File: src/rtl/spi_jedec_id_reader.sv
// ---------------------------------------------------------------------------
// spi_jedec_id_reader
//
// SPI master (mode 0) that sends the JEDEC Read-ID command to the serial
// flash and captures the three ID bytes that come back. The captured bytes
// stay on the outputs until the next transaction completes or reset asserts.
//
// Parameters
//   CLK_DIV : clk cycles per SCK half-period (1 or more)
//   CMD     : command byte shifted out MSB first before the read phase
//
// Ports
//   clk             : system clock, rising edge
//   reset           : synchronous active-high reset
//   start           : one-cycle request for an ID read, looked at only in IDLE
//   busy            : transaction in progress
//   done            : one-cycle pulse when the ID outputs are updated
//   id_valid        : at least one transaction completed since reset
//   manufacture_id  : first ID byte
//   memory_type     : second ID byte
//   memory_capacity : third ID byte
//   spi_sck         : SPI clock, idles low
//   spi_cs_n        : flash chip select, active low
//   spi_mosi        : master out
//   spi_miso        : master in
// ---------------------------------------------------------------------------
module spi_jedec_id_reader #(
  parameter int         CLK_DIV = 4,
  parameter logic [7:0] CMD     = 8'h9F
) (
  input  logic       clk,
  input  logic       reset,
  input  logic       start,
  output logic       busy,
  output logic       done,
  output logic       id_valid,
  output logic [7:0] manufacture_id,
  output logic [7:0] memory_type,
  output logic [7:0] memory_capacity,
  output logic       spi_sck,
  output logic       spi_cs_n,
  output logic       spi_mosi,
  input  logic       spi_miso
);

  localparam int                DIV_W    = $clog2(CLK_DIV) + 1;
  localparam logic [DIV_W-1:0]  DIV_LAST = DIV_W'(CLK_DIV - 1);
  localparam logic [DIV_W-1:0]  DIV_ONE  = DIV_W'(1);

  typedef enum logic [2:0] {
    IDLE     = 3'd0,
    CS_SETUP = 3'd1,
    SHIFT    = 3'd2,
    CS_HOLD  = 3'd3,
    DONE     = 3'd4
  } state_t;

  state_t           state_r;
  logic [DIV_W-1:0] div_cnt_r;
  logic [5:0]       bit_cnt_r;
  logic [23:0]      shift_r;
  logic             busy_r;
  logic             done_r;
  logic             id_valid_r;
  logic [7:0]       manufacture_id_r;
  logic [7:0]       memory_type_r;
  logic [7:0]       memory_capacity_r;
  logic             sck_r;
  logic             cs_n_r;
  logic             mosi_r;

  // MOSI value for a given bit slot: command byte in slots 0-7, zeros after.
  function automatic logic cmd_bit(input logic [5:0] idx);
    logic b;
    if (idx < 6'd8) begin
      b = CMD[3'd7 - idx[2:0]];
    end else begin
      b = 1'b0;
    end
    return b;
  endfunction

  // Transaction sequencer, SCK generator, shift register and output registers.
  always_ff @(posedge clk) begin
    if (reset) begin
      state_r           <= IDLE;
      div_cnt_r         <= '0;
      bit_cnt_r         <= 6'd0;
      shift_r           <= 24'h000000;
      busy_r            <= 1'b0;
      done_r            <= 1'b0;
      id_valid_r        <= 1'b0;
      manufacture_id_r  <= 8'h00;
      memory_type_r     <= 8'h00;
      memory_capacity_r <= 8'h00;
      sck_r             <= 1'b0;
      cs_n_r            <= 1'b1;
      mosi_r            <= 1'b0;
    end else begin
      done_r <= 1'b0;
      case (state_r)
        IDLE: begin
          if (start) begin
            state_r   <= CS_SETUP;
            cs_n_r    <= 1'b0;
            busy_r    <= 1'b1;
            mosi_r    <= CMD[7];
            div_cnt_r <= '0;
            bit_cnt_r <= 6'd0;
          end
        end

        CS_SETUP: begin
          if (div_cnt_r == DIV_LAST) begin
            div_cnt_r <= '0;
            state_r   <= SHIFT;
          end else begin
            div_cnt_r <= div_cnt_r + DIV_ONE;
          end
        end

        SHIFT: begin
          if (div_cnt_r == DIV_LAST) begin
            div_cnt_r <= '0;
            if (!sck_r) begin
              // Rising edge: only the 24 samples after the command byte are kept.
              sck_r <= 1'b1;
              if (bit_cnt_r >= 6'd8) begin
                shift_r <= {shift_r[22:0], spi_miso};
              end
            end else begin
              // Falling edge: end of one bit period, present the next MOSI bit.
              sck_r <= 1'b0;
              if (bit_cnt_r == 6'd31) begin
                state_r <= CS_HOLD;
                mosi_r  <= 1'b0;
              end else begin
                bit_cnt_r <= bit_cnt_r + 6'd1;
                mosi_r    <= cmd_bit(bit_cnt_r + 6'd1);
              end
            end
          end else begin
            div_cnt_r <= div_cnt_r + DIV_ONE;
          end
        end

        CS_HOLD: begin
          if (div_cnt_r == DIV_LAST) begin
            // All three bytes load together so consumers never see a mix.
            div_cnt_r         <= '0;
            state_r           <= DONE;
            cs_n_r            <= 1'b1;
            busy_r            <= 1'b0;
            done_r            <= 1'b1;
            id_valid_r        <= 1'b1;
            manufacture_id_r  <= shift_r[23:16];
            memory_type_r     <= shift_r[15:8];
            memory_capacity_r <= shift_r[7:0];
          end else begin
            div_cnt_r <= div_cnt_r + DIV_ONE;
          end
        end

        DONE: begin
          // start is deliberately not looked at here, giving two cs_n-high cycles.
          state_r   <= IDLE;
          bit_cnt_r <= 6'd0;
        end

        default: begin
          state_r <= IDLE;
          busy_r  <= 1'b0;
          sck_r   <= 1'b0;
          cs_n_r  <= 1'b1;
          mosi_r  <= 1'b0;
        end
      endcase
    end
  end

  assign busy            = busy_r;
  assign done            = done_r;
  assign id_valid        = id_valid_r;
  assign manufacture_id  = manufacture_id_r;
  assign memory_type     = memory_type_r;
  assign memory_capacity = memory_capacity_r;
  assign spi_sck         = sck_r;
  assign spi_cs_n        = cs_n_r;
  assign spi_mosi        = mosi_r;

endmodule

File: config.mk
export PLATFORM = sky130hd
export DESIGN_NAME = spi_jedec_id_reader
export DESIGN_NICKNAME = d
export VERILOG_FILES = /design/src/rtl/spi_jedec_id_reader.sv
export SDC_FILE = /design/constraint.sdc
export NUM_CORES = 1
export LEC_CHECK = 0
export BUFFER_PORTS_ARGS = -buffer_cell sky130_fd_sc_hd__buf_2
export CORE_MARGIN = 2
export CORE_UTILIZATION = 23
export DETAILED_ROUTE_END_ITERATION = 7
export SYNTH_ARGS = -nofsm -noshare
export SYNTH_HDL_FRONTEND = slang
export SYNTH_SLANG_ARGS = --single-unit
File: constraint.sdc
create_clock -name clk -period 1.6 [get_ports clk]
set_input_delay 0.16 -clock clk [delete_from_list [all_inputs] [get_ports clk]]
set_output_delay 0.16 -clock clk [all_outputs]
set_load 0.03 [all_outputs]
==> metrics.md, run 1 <==
| Metric | Value |
|---|---|
| Mean post-synth cell area | `slightly below 8 um2` |
| Port Buffer Count | `33` |
| Initial drt markers | `roughly 110` |
| Final critical-path required period | `1.53 ns` |
| Starting Density | `23.5%` |
| Site Rows | `39` |
| Status | `finished clean` |
| Share of layout cells above drive strength 1 | `around 22%` |
| Worst-Margin Slew | `0.438 ns` |
| HP Start | `spi_miso` |
| Final period utilization | `between 90% and 100%` |
| Weighted congestion reported at the end of routability-driven placement | `~0.82` |
| Final Cell Area | `0.00346 mm2` |
| Nets | `385` |
| RSZ-0062 raised after global routing | `true` |
| CTS tree | `yes` |
| Hold Path End | `shift_r[0]` |
| Worst Reg-to-Reg Cells | `8` |
| Critical path type | `register to register` |
| Leakage | `1.27 nW` |
| Area grow syn2layout | `29.2%` |
| Synth cell count leaders | `103 x nand2_1, 66 x dfxtp_1, 57 x a21oi_1` |
| Final WL | `6.25 mm` |
| Hold Path Class | `input port to register` |
| Count of final max-slew check failures | `0` |
| Max stage delay on crit path | `0.35 ns` |
| Clk pin slew, worst setup/hold paths | `0.06 ns` |
| Antenna Violating Nets Remaining | `0` |
| Post-Synthesis Cells | `338` |
| Antenna diode count | `0` |
| Worst slew margin | `70.6%` |
| Hold_ws | `around 0.085 ns` |
| Vias per cell | `4.56` |
| Post-Syn Area | `0.00268 mm2` |
| Clock sinks | `66` |
| Synth top area share | `49.4%` |
| GRT overflow | `0` |
| CP top delay family | `simple AND/OR/NAND/NOR gates` |
| GRT Total Usage | `under 10%` |
| Hold depth | `3` |
| Largest net degree at the start of global routing | `54` |
| Syn Nets | `345` |
| Core area | `between 0.01 and 0.015 mm2` |
| Area of the die | `around 0.013 mm2` |
| Post-synth cell types | `39` |
| Internal reg-to-reg setup slack | `0.07 ns` |
| Vias post-DR | `2401` |
| Initial antenna violation count | `0` |
| Post-DP HPWL | `3.97 mm` |
| Number of hold buffers added after cts | `0` |
| Crit end category | `register` |
| Most frequent cell after synthesis | `nand2_1` |
| CTS buffer count | `9` |
| Synth area leader | `dfxtp_1` |
| Clock Path Buffers | `2` |
| Synthesis Warnings | `0` |
| Max cap viols | `0` |
| Clock Skew | `approximately 0.0083 ns` |
| Root buffer cell | `clkbuf_16` |
| Area post-placement | `0.00309 mm2` |
| Post-synth EDFFs | `0` |
| Flops & latches, synth | `66` |
| Worst path bufs/invs | `2` |
| Final setup vio count | `0` |
| Synth top area cells | `dfxtp_1 49%, nand2_1 14%, a21oi_1 11%, o21ai_0 2.4%, nor2_1 2.4%` |
| Placed Cells | `507` |
| Worst Setup Start Kind | `register` |
| CTS HTree Levels | `3` |
| Final cell count without fillers | `526` |
| WP data arrival | `1.74 ns` |
| Die Y | `between 100 and 150 um` |
| PwrDens | `1050 mW/mm2` |
| Final hold vios | `0` |
| Fmax achieved | `653 MHz` |
| VDD IR max | `slightly below 500 uV` |
| Primary FF master, synth | `dfxtp_1` |
| Mean routed wirelength per cell | `11.9 um` |
| Die width | `112 um` |
| Remaining DRCs | `0` |
| Slowest stage cell, crit path | `dfxtp_2` |
| R2r endpoint | `shift_r[3]` |
| Vias in the first global route | `about 2200` |
| Asr flop ratio synth | `0%` |
| First-pass DRT Iterations | `4` |
| Worst r2r src | `div_cnt_r[1]` |
| CP Data Required Time | `approximately 1.8 ns` |
| First-pass GRT wire length | `just over 10 mm` |
| Cells along the critical path | `ha_4 -> nand3b_1 -> nor2_2 -> buf_4 -> o311ai_2 -> buf_12 -> nand2_1 -> a21oi_1` |
| Num ports | `34` |
| Clk_lat worst skew | `0.33 ns` |
| Seq/Total Area, Yosys | `approximately half` |
| Crit path max fanout | `24` |
registers in the layout (all words and copies together), names as in the netlist:
register and flops:
spi_sck 1, spi_mosi 1, manufacture_id 8, spi_cs_n 1, busy 1, memory_type 8, state_r 3, div_cnt_r 3
shift_r 24, memory_capacity 8, bit_cnt_r 6, done 1, id_valid 1
where the power goes:
part	total (W)	internal, W	switching (W)
clock	0.00182	0.00106	0.000766
sequential	0.00167	0.00166	0.0000108
combinational	0.000130	0.0000445	0.0000860
metrics by stage:
stage                     util [%]  TNS [ns]  total power [W]  setup slack (ns)
after floorplan                  -         0          0.00178            0.0128
after global placement        27.1         0          0.00182            0.0595
after detailed placement      27.1         0          0.00182            0.0250
after CTS                     29.7         0          0.00365            0.0156
after global routing          30.4    -0.167          0.00375           -0.0234
final                         30.4         0          0.00362            0.0679
metal layers:
layer  vias up  wire length (um)  global-route usage [%]
met3        15               344                    2.99
met4         0               164                    5.93
met1      1101              2910                    12.1
li1       1219                 -                       -
met2        66              2830                    15.4
met5         -                 0                       0
placed cells by master, fill, tap and decap left out, drive strengths merged, types with 2 or more instances in the layout:
master    Yosys  routed
o21ai        13      13
dfxtp        66      66
nand2       103     103
buf          11      51
nand3b        5       5
nand3         5       5
clkinv        0       4
ha            3       3
nor3          5       5
nor2b         4       4
clkbuf       12      10
clkinvlp      0       2
nor2         18      18
and3          5       5
nand2b        5       5
o31ai         3       3
a21oi        57      57
nand4         2       2
inv           3       4
tightest hold or removal path, cell delays in order:
cell and delay [ns]:
buf_2 0.11, nand2_1 0.05, a21oi_1 0.05
kinds of logic (layout without fill, tap and decap cells):
logic type | after synthesis | count (layout) | share of synthesized area, %
buf+inv | 26 | 71 | 4.86
compound gates | 83 | 83 | 17.4
simple gates | 157 | 157 | 25.9
mux | 1 | 1 | 0.374
flops | 66 | 66 | 49.4
xor+xnor | 2 | 2 | 0.655
fa+ha+maj | 3 | 3 | 1.40
cell type report:
class	instances	area, um2
clock buffer	9	225
clock inverter	7	55.1
fill	1194	7910
inverter	3	11.3
multi-input combinational	246	1270
sequential	66	1320
tap	143	179
timing repair buffer	52	388
worst max path at each step:
| stage | from | to | cells past startpoint |
|---|---|---|---|
| finish | div_cnt_r[1] | shift_r[3] | 8 |
| global route | div_cnt_r[1] | shift_r[15] | 7 |
| CTS | div_cnt_r[0] | shift_r[1] | 7 |
| detailed placement | div_cnt_r[0] | shift_r[1] | 7 |
| global placement | bit_cnt_r[0] | bit_cnt_r[5] | 6 |
| floorplan | bit_cnt_r[0] | bit_cnt_r[5] | 6 |
what timing repair did:
action | 4_1_cts | 5_1_grt
cloned | 0 | 1
setup endpoints to repair | 24 | 54
pin swaps | 0 | 4
setup buffers | 0 | 2
gates resized for setup | 2 | 8
hold endpoints to repair | 0 | 0
No activity file was read; power rests on OpenSTA's default activity.
==> run 2: changes to the inputs <==
--- a/config.mk
+++ b/config.mk
@@ -5,10 +5,12 @@
 export SDC_FILE = /design/constraint.sdc
 export NUM_CORES = 1
 export LEC_CHECK = 0
+export ABC_AREA = 1
 export BUFFER_PORTS_ARGS = -buffer_cell sky130_fd_sc_hd__buf_2
 export CORE_MARGIN = 2
 export CORE_UTILIZATION = 23
 export DETAILED_ROUTE_END_ITERATION = 7
+export RECOVER_POWER = 25
 export SYNTH_ARGS = -nofsm -noshare
 export SYNTH_HDL_FRONTEND = slang
 export SYNTH_SLANG_ARGS = --single-unit
==> run 2 against run 1 <==
Sequential share of layout area decreased by 2.2 points. Wire length is 3.6% higher. Sequential cell count is the same. Synthesized cell count grew 2.4%. Maximum frequency rose by 1.5%. Critical path type unchanged. Critical endpoint is now shift_r[15]. Largest power group unchanged.
==> metrics.md, run 2 <==
| Metric | Value |
|---|---|
| Root buffer cell | `clkbuf_16` |
| Post-synth EDFFs | `0 (unchanged)` |
| Final hold vios | `0 (unchanged)` |
| Worst path bufs/invs | `4 (+2)` |
| Flops & latches, synth | `66 (unchanged)` |
| Leakage | `1.42 nW (+12%)` |
| Vias per cell | `4.34 (-4.9%)` |
| Weighted congestion reported at the end of routability-driven placement | `0.798 (-2.2%)` |
| Crit end category | `register` |
| Syn Nets | `353 (+2.3%)` |
| Crit path from | `div_cnt_r[0]` |
| Busiest grt layer | `met2` |
| Initial antenna violation count | `0 (unchanged)` |
| HP Start | `spi_miso` |
| Final critical-path required period | `1.51 ns (-0.0230 ns)` |
| Clock Path Buffers | `2 (unchanged)` |
| CTS HTree Levels | `3 (unchanged)` |
| Primary FF master, synth | `dfxtp_1` |
| Final WL | `6.48 mm (+3.6%)` |
| Port Buffer Count | `33 (unchanged)` |
| Cells along the critical path | `ha_1 -> inv_1 -> nor2_2 -> inv_2 -> nor3_4 -> buf_4 -> buf_16 -> o21ai_2 -> a21oi_2` |
| GRT overflow | `0 (unchanged)` |
| Mean routed wirelength per cell | `11.8 um (-0.41%)` |
| Asr flop ratio synth | `0% (unchanged)` |
| Commonest non-fill, non-tap cell in the layout | `dfxtp_1` |
| Synthesis Warnings | `0 (unchanged)` |
| Synth top area cells | `dfxtp_1 48%, a21oi_1 7.0%, nand2_1 6.6%, o21ai_0 5.9%, inv_1 5.5%` |
| Post-Synthesis Cells | `346 (+2.4%)` |
| PwrDens | `1440 mW/mm2 (+37%)` |
| Count of final max-slew check failures | `0 (unchanged)` |
| Initial drt markers | `63 (-43%)` |
| Mean post-synth cell area | `8.04 um2 (+1.5%)` |
| Status | `finished clean` |
| Highest-count cells in the layout ignoring fill and taps | `61 x dfxtp_1, 48 x nand2_1, 40 x inv_1` |
| CTS buffer count | `9 (unchanged)` |
| Area grow syn2layout | `32.3%` |
| Crit path max fanout | `11 (-54%)` |
| Seq/Total Area, Yosys | `47.5% (-1.9 points)` |
| Synth area leader | `dfxtp_1` |
| Die width | `114 um (+1.9%)` |
| Worst Setup Start Kind | `register` |
| Clk_lat worst skew | `0.33 ns (about the same)` |
| CP Data Required Time | `1.86 ns (+0.05 ns)` |
| Max stage delay on crit path | `0.32 ns (-0.03 ns)` |
| Clock Skew | `0.00660 ns (-0.00165 ns)` |
| Met3 Use GR | `3.61% (+0.62 points)` |
| GRT Total Usage | `10.4% (+0.50 points)` |
| Worst r2r src | `div_cnt_r[0]` |
| Post-DP HPWL | `4.31 mm (+8.5%)` |
| First-pass GRT wire length | `10.7 mm (+5.3%)` |
| Nets | `402 (+4.4%)` |
| Worst slew margin | `73.2% (+2.5 points)` |
| Met2 global-route usage | `16.5% (+1.0 points)` |
| Antenna Violating Nets Remaining | `0 (unchanged)` |
| Critical path type | `register to register` |
| Final period utilization | `94.3% (-1.4 points)` |
| Vias in the first global route | `2293 (+2.6%)` |
| Post-Syn Area | `0.00278 mm2 (+3.9%)` |
| Final Cell Area | `0.00368 mm2 (+6.4%)` |
| Area of the die | `0.0130 mm2 (+3.8%)` |
| Fillers | `1248 (+4.5%)` |
| Most flops, register | `shift_r` |
| Fmax achieved | `663 MHz (+1.5%)` |
| Clk pin slew, worst setup/hold paths | `0.05 ns (about the same)` |
| Core area | `0.0119 mm2 (+4.8%)` |
| Post-synth cell types | `25 (-36%)` |
| CTS tree | `yes` |
| Largest net degree at the start of global routing | `52 (-3.7%)` |
| Max cap viols | `0 (unchanged)` |
| Max reg flops | `24 (unchanged)` |
| Antenna diode count | `0 (unchanged)` |
| Share of layout cells above drive strength 1 | `26.5% (+4.8 points)` |
| M1 GR Usage | `13.1% (+1.0 points)` |
| RSZ-0062 raised after global routing | `true` |
| Remaining DRCs | `0 (unchanged)` |
| First-pass DRT Iterations | `4 (unchanged)` |
| WP data arrival | `1.77 ns (+0.03 ns)` |
| Synth cell count leaders | `66 x dfxtp_1, 49 x nand2_1, 41 x inv_1` |
| Hold Path Class | `input port to register` |
| Worst-Margin Slew | `0.404 ns (-0.0332 ns)` |
| Area post-placement | `0.00318 mm2 (+3.1%)` |
| Synth top area share | `47.5% (-1.9 points)` |
| Die Y | `114 um (+1.9%)` |
| Total design power | `0.00529 W (+46%)` |
| Clock sinks | `66 (unchanged)` |
| Vias post-DR | `2375 (-1.1%)` |
| VDD IR max | `561 uV (+16%)` |
| Final setup vio count | `0 (unchanged)` |
| Most frequent cell after synthesis | `dfxtp_1` |
| Slowest stage cell, crit path | `dfxtp_2` |
| Num ports | `34 (unchanged)` |
| Number of hold buffers added after cts | `0 (unchanged)` |
| CP top delay family | `buffers and inverters` |
| Starting Density | `23.4% (-0.19 points)` |
| Site Rows | `40 (+2.6%)` |
## run 2: cell families (layout without fill, tap and decap cells)
family | after synthesis | after routing | synth area share [%]
buf+inv | 62 | 116 | 9.67
flops | 66 | 66 | 47.5
fa+ha+maj | 3 | 3 | 1.35
compound gates | 107 | 107 | 23.7
simple gates | 108 | 108 | 17.8
## run 2: final cells by class
type	count	area (um2)	area share, %
Inverter	46	175	4.76
Multi-Input combinational cell	218	1210	33.0
Timing Repair Buffer	54	424	11.5
Clock buffer	12	256	6.97
Clock inverter	4	97.6	2.65
Tap cell	147	184	5.00
Sequential cell	66	1330	36.1
## run 2: stage by stage
stage	utilization, %	hold slack (ns)	setup TNS, ns	worst slack, ns	std cells
2_1_floorplan	-	0.363	0	0.0937	346
3_3_place_gp	26.7	0.444	0	0.0183	523
3_5_place_dp	26.7	0.448	-0.00655	-0.00655	523
4_1_cts	30.0	0.192	0	0.00886	541
5_1_grt	30.9	0.206	-0.226	-0.0281	547
6_report	30.9	0.190	0	0.0909	547
## run 2: worst paths after layout
check | endpoint | slack, ns | cells after the start
setup / recovery | shift_r[15] | 0.09 | 9
hold / removal | shift_r[0] | 0.19 | 3
setup reg to reg | shift_r[15] | 0.09 | 9
hold reg to reg | div_cnt_r[2] | 0.46 | 2
## run 2: power breakdown
group	internal, W	switching [W]	leakage [nW]	total (W)
logic	0.000365	0.000798	0.720	0.00116
clock network	0.00161	0.000699	0.169	0.00231
registers	0.00176	0.0000653	0.535	0.00182
total	0.00373	0.00156	1.42	0.00529
## run 2: repair_timing
| action | 4_1_cts | 5_1_grt |
|---|---|---|
| buffers inserted | 1 | 3 |
| pin swaps | 1 | 4 |
| setup endpoints to repair | 4 | 50 |
| gates resized for setup | 2 | 15 |
| cloned | 1 | 3 |
## run 2: routing by layer
metal  part of all wire (%)  up-vias
met5                      0        -
met4                    1.6        0
met3                    4.1       10
met2                     48       36
li1                       -     1229
met1                     46     1100
## run 2: worst reg2reg max path, delay by kind of cell, from the launching register on
family	cells	cell delay [ns]
AO/OA/AOI/OAI	2	0.16
flip-flops	1	0.32
adder cells (fa/ha/maj)	1	0.14
buffers and inverters	4	0.47
AND/OR/NAND/NOR	2	0.36
==> run 3: changes to the inputs <==
--- a/config.mk
+++ b/config.mk
@@ -8,8 +8,9 @@
 export ABC_AREA = 1
 export BUFFER_PORTS_ARGS = -buffer_cell sky130_fd_sc_hd__buf_2
 export CORE_MARGIN = 2
-export CORE_UTILIZATION = 23
+export CORE_UTILIZATION = 51
 export DETAILED_ROUTE_END_ITERATION = 7
+export PLACE_DENSITY = 0.74
 export RECOVER_POWER = 25
 export SYNTH_ARGS = -nofsm -noshare
 export SYNTH_HDL_FRONTEND = slang
==> run 3 against run 2 <==
Final area decreased by 6.9%. Utilization increased by 35 points. Clock-buffer cell count decreased by 2. Sequential power about the same.
==> metrics.md, run 3 (same netlist as run 2, synthesis figures left out) <==
| Metric | Value |
|---|---|
| Worst r2r src | `bit_cnt_r[0]` |
| Num ports | `34 (unchanged)` |
| Internal reg-to-reg setup slack | `0.09 ns (about the same)` |
| Count of final max-slew check failures | `0 (unchanged)` |
| PwrDens | `1320 mW/mm2 (-8.4%)` |
| GRT overflow | `0 (unchanged)` |
| Max cap viols | `0 (unchanged)` |
| Clock Path Buffers | `2 (unchanged)` |
| Switching share of power | `32.7% (+3.2 points)` |
| Status | `finished clean` |
| Clock Skew | `0.0111 ns (+0.00448 ns)` |
| Combinational share of power | `24.8% (+2.8 points)` |
| Nets | `407 (+1.2%)` |
| Total design power | `0.00452 W (-15%)` |
| Final setup vio count | `0 (unchanged)` |
| VDD IR max | `1030 uV (+84%)` |
| Die width | `77.9 um (-32%)` |
| Weighted congestion reported at the end of routability-driven placement | `0.913 (+14%)` |
| Vias per cell | `5.00 (+15%)` |
| HP Start | `spi_miso` |
| Busiest grt layer | `met2` |
| Area grow syn2layout | `23.2%` |
| Final hold vios | `0 (unchanged)` |
| Mean routed wirelength per cell | `12.3 um (+3.5%)` |
| Final core utilization | `66.3% (+35 points)` |
| Clock sinks | `66 (unchanged)` |
| Clk_lat worst skew | `0.35 ns (+0.02 ns)` |
| Final WL | `5.82 mm (-10%)` |
| First-pass DRT Iterations | `4 (unchanged)` |
| CTS HTree Levels | `3 (unchanged)` |
| CTS tree | `yes` |
| Site Rows | `26 (-35%)` |
| Antenna Violating Nets Remaining | `0 (unchanged)` |
| Power Internal | `0.00304 W (-18%)` |
| Highest-count cells in the layout ignoring fill and taps | `63 x dfxtp_1, 49 x nand2_1, 40 x inv_1` |
| Initial antenna violation count | `0 (unchanged)` |
| Multi-input logic area | `0.00119 mm2 (-1.8%)` |
| Met2 global-route usage | `31.2% (+15 points)` |
| CP Data Required Time | `1.84 ns (-0.02 ns)` |
| Crit path from | `bit_cnt_r[0]` |
| Remaining DRCs | `0 (unchanged)` |
| Setup TNS | `0 ns (unchanged)` |
| Worst slew margin | `75.4% (+2.2 points)` |
| Fmax achieved | `661 MHz (-0.22%)` |
| Final critical-path required period | `1.51 ns (+0.00339 ns)` |
| GRT Total Usage | `19.4% (+9.0 points)` |
| Clk pwr share | `35.0% (-8.6 points)` |
| Crit end category | `register` |
| Antenna diode count | `0 (unchanged)` |
| Post-DP HPWL | `3.64 mm (-16%)` |
| Core area | `0.00517 mm2 (-57%)` |
| M1 GR Usage | `23.4% (+10 points)` |
| Share of layout cells above drive strength 1 | `25.4% (-1.1 points)` |
| Final period utilization | `94.5% (+0.21 points)` |
| Critical path type | `register to register` |
| Most flops, register | `shift_r` |
| Psw | `0.00148 W (-5.5%)` |
| Placed Cells | `450 (-14%)` |
| Area of the die | `0.00606 mm2 (-53%)` |
| Initial drt markers | `147 (+130%)` |
| Number of hold buffers added after cts | `0 (unchanged)` |
| Max reg flops | `24 (unchanged)` |
| Root buffer cell | `clkbuf_8` |
| Leakage | `1.38 nW (-3.3%)` |
| Crit path max fanout | `6 (-5)` |
| WP data arrival | `1.75 ns (-0.02 ns)` |
| Clk pin slew, worst setup/hold paths | `0.07 ns (+0.02 ns)` |
| Die Y | `77.9 um (-32%)` |
| Worst-Margin Slew | `0.371 ns (-0.0335 ns)` |
| Vias in the first global route | `2129 (-7.2%)` |
| First-pass GRT wire length | `9.32 mm (-13%)` |
| CTS buffer count | `9 (unchanged)` |
| Hold Path Class | `input port to register` |
| Reg power frac | `40.2% (+5.8 points)` |
| Starting Density | `53.8% (+30 points)` |
| RSZ-0062 raised after global routing | `true` |
| Worst Setup Start Kind | `register` |
| Commonest non-fill, non-tap cell in the layout | `dfxtp_1` |
| Port Buffer Count | `33 (unchanged)` |
| Fillers | `430 (-66%)` |
| Vias post-DR | `2374 (-0.042%)` |
| Largest net degree at the start of global routing | `52 (unchanged)` |
| Met3 Use GR | `5.12% (+1.5 points)` |
| Final cell count without fillers | `475 (-13%)` |
| Register area | `0.00133 mm2 (-0.19%)` |
run 3: cell count changes in the layout (fill, tap and decap cells not counted), moves of 2 or more:
cell / change
buf_2: -2
buf_4: +5
buf_6: +3
clkbuf_16: -10
clkbuf_8: +8
clkinv_4: +2
dfxtp_1: +2
dfxtp_2: -2
run 3: power by group through the flow:
stage               Sequential [W]  Combinational [W]  Clock, W
finish                     0.00181            0.00112   0.00158
floorplan                  0.00191           0.000772         0
global route               0.00183            0.00128   0.00167
detailed placement         0.00185            0.00109         0
global placement           0.00184            0.00109         0
CTS                        0.00181            0.00109   0.00160
run 3: timing repair:
action	4_1_cts	5_1_grt
setup buffers	0	6
endpoints found under the setup margin	0	41
resized for setup	0	9
run 3: routing by layer:
layer  share of wire [%]  wire length [um]
met4                 2.0               119
met5                   0                 0
met1                  47              2730
met3                 3.3               192
met2                  48              2780
run 3: cell type report:
class	count	share of cell area, %
Sequential cell	66	38.7
Multi-Input combinational cell	218	34.8
Inverter	46	5.04
Clock inverter	6	2.63
Tap cell	70	2.56
Timing Repair Buffer	59	12.3
Clock buffer	10	4.02
run 3: through the flow:
stage / worst slack, ns / instance area [um2] / hold slack (ns)
final: 0.0875 / 3430 / 0.127
after global routing: -0.00942 / 3430 / 0.138
after CTS: 0.00672 / 3330 / 0.122
after detailed placement: 0.0185 / 3100 / 0.447
after global placement: 0.122 / 3100 / 0.444
after floorplan: 0.0937 / 2780 / 0.363
run 3: worst paths after layout:
| check | end | depth (start not counted) |
|---|---|---|
| setup / recovery | bit_cnt_r[5] | 10 |
| hold / removal | shift_r[0] | 3 |
| setup reg to reg | bit_cnt_r[5] | 10 |
| hold reg to reg | div_cnt_r[2] | 2 |
run 3: critical path: stages, from the launching register on:
cell and delay, ns:
dfxtp_2 0.35, ha_1 0.21, nand2_1 0.08, nor2_1 0.04, nand2_1 0.08, a21oi_1 0.09, buf_4 0.14, nor2_2 0.20
o21ai_0 0.12, nand2_1 0.07, nor2_1 0.04
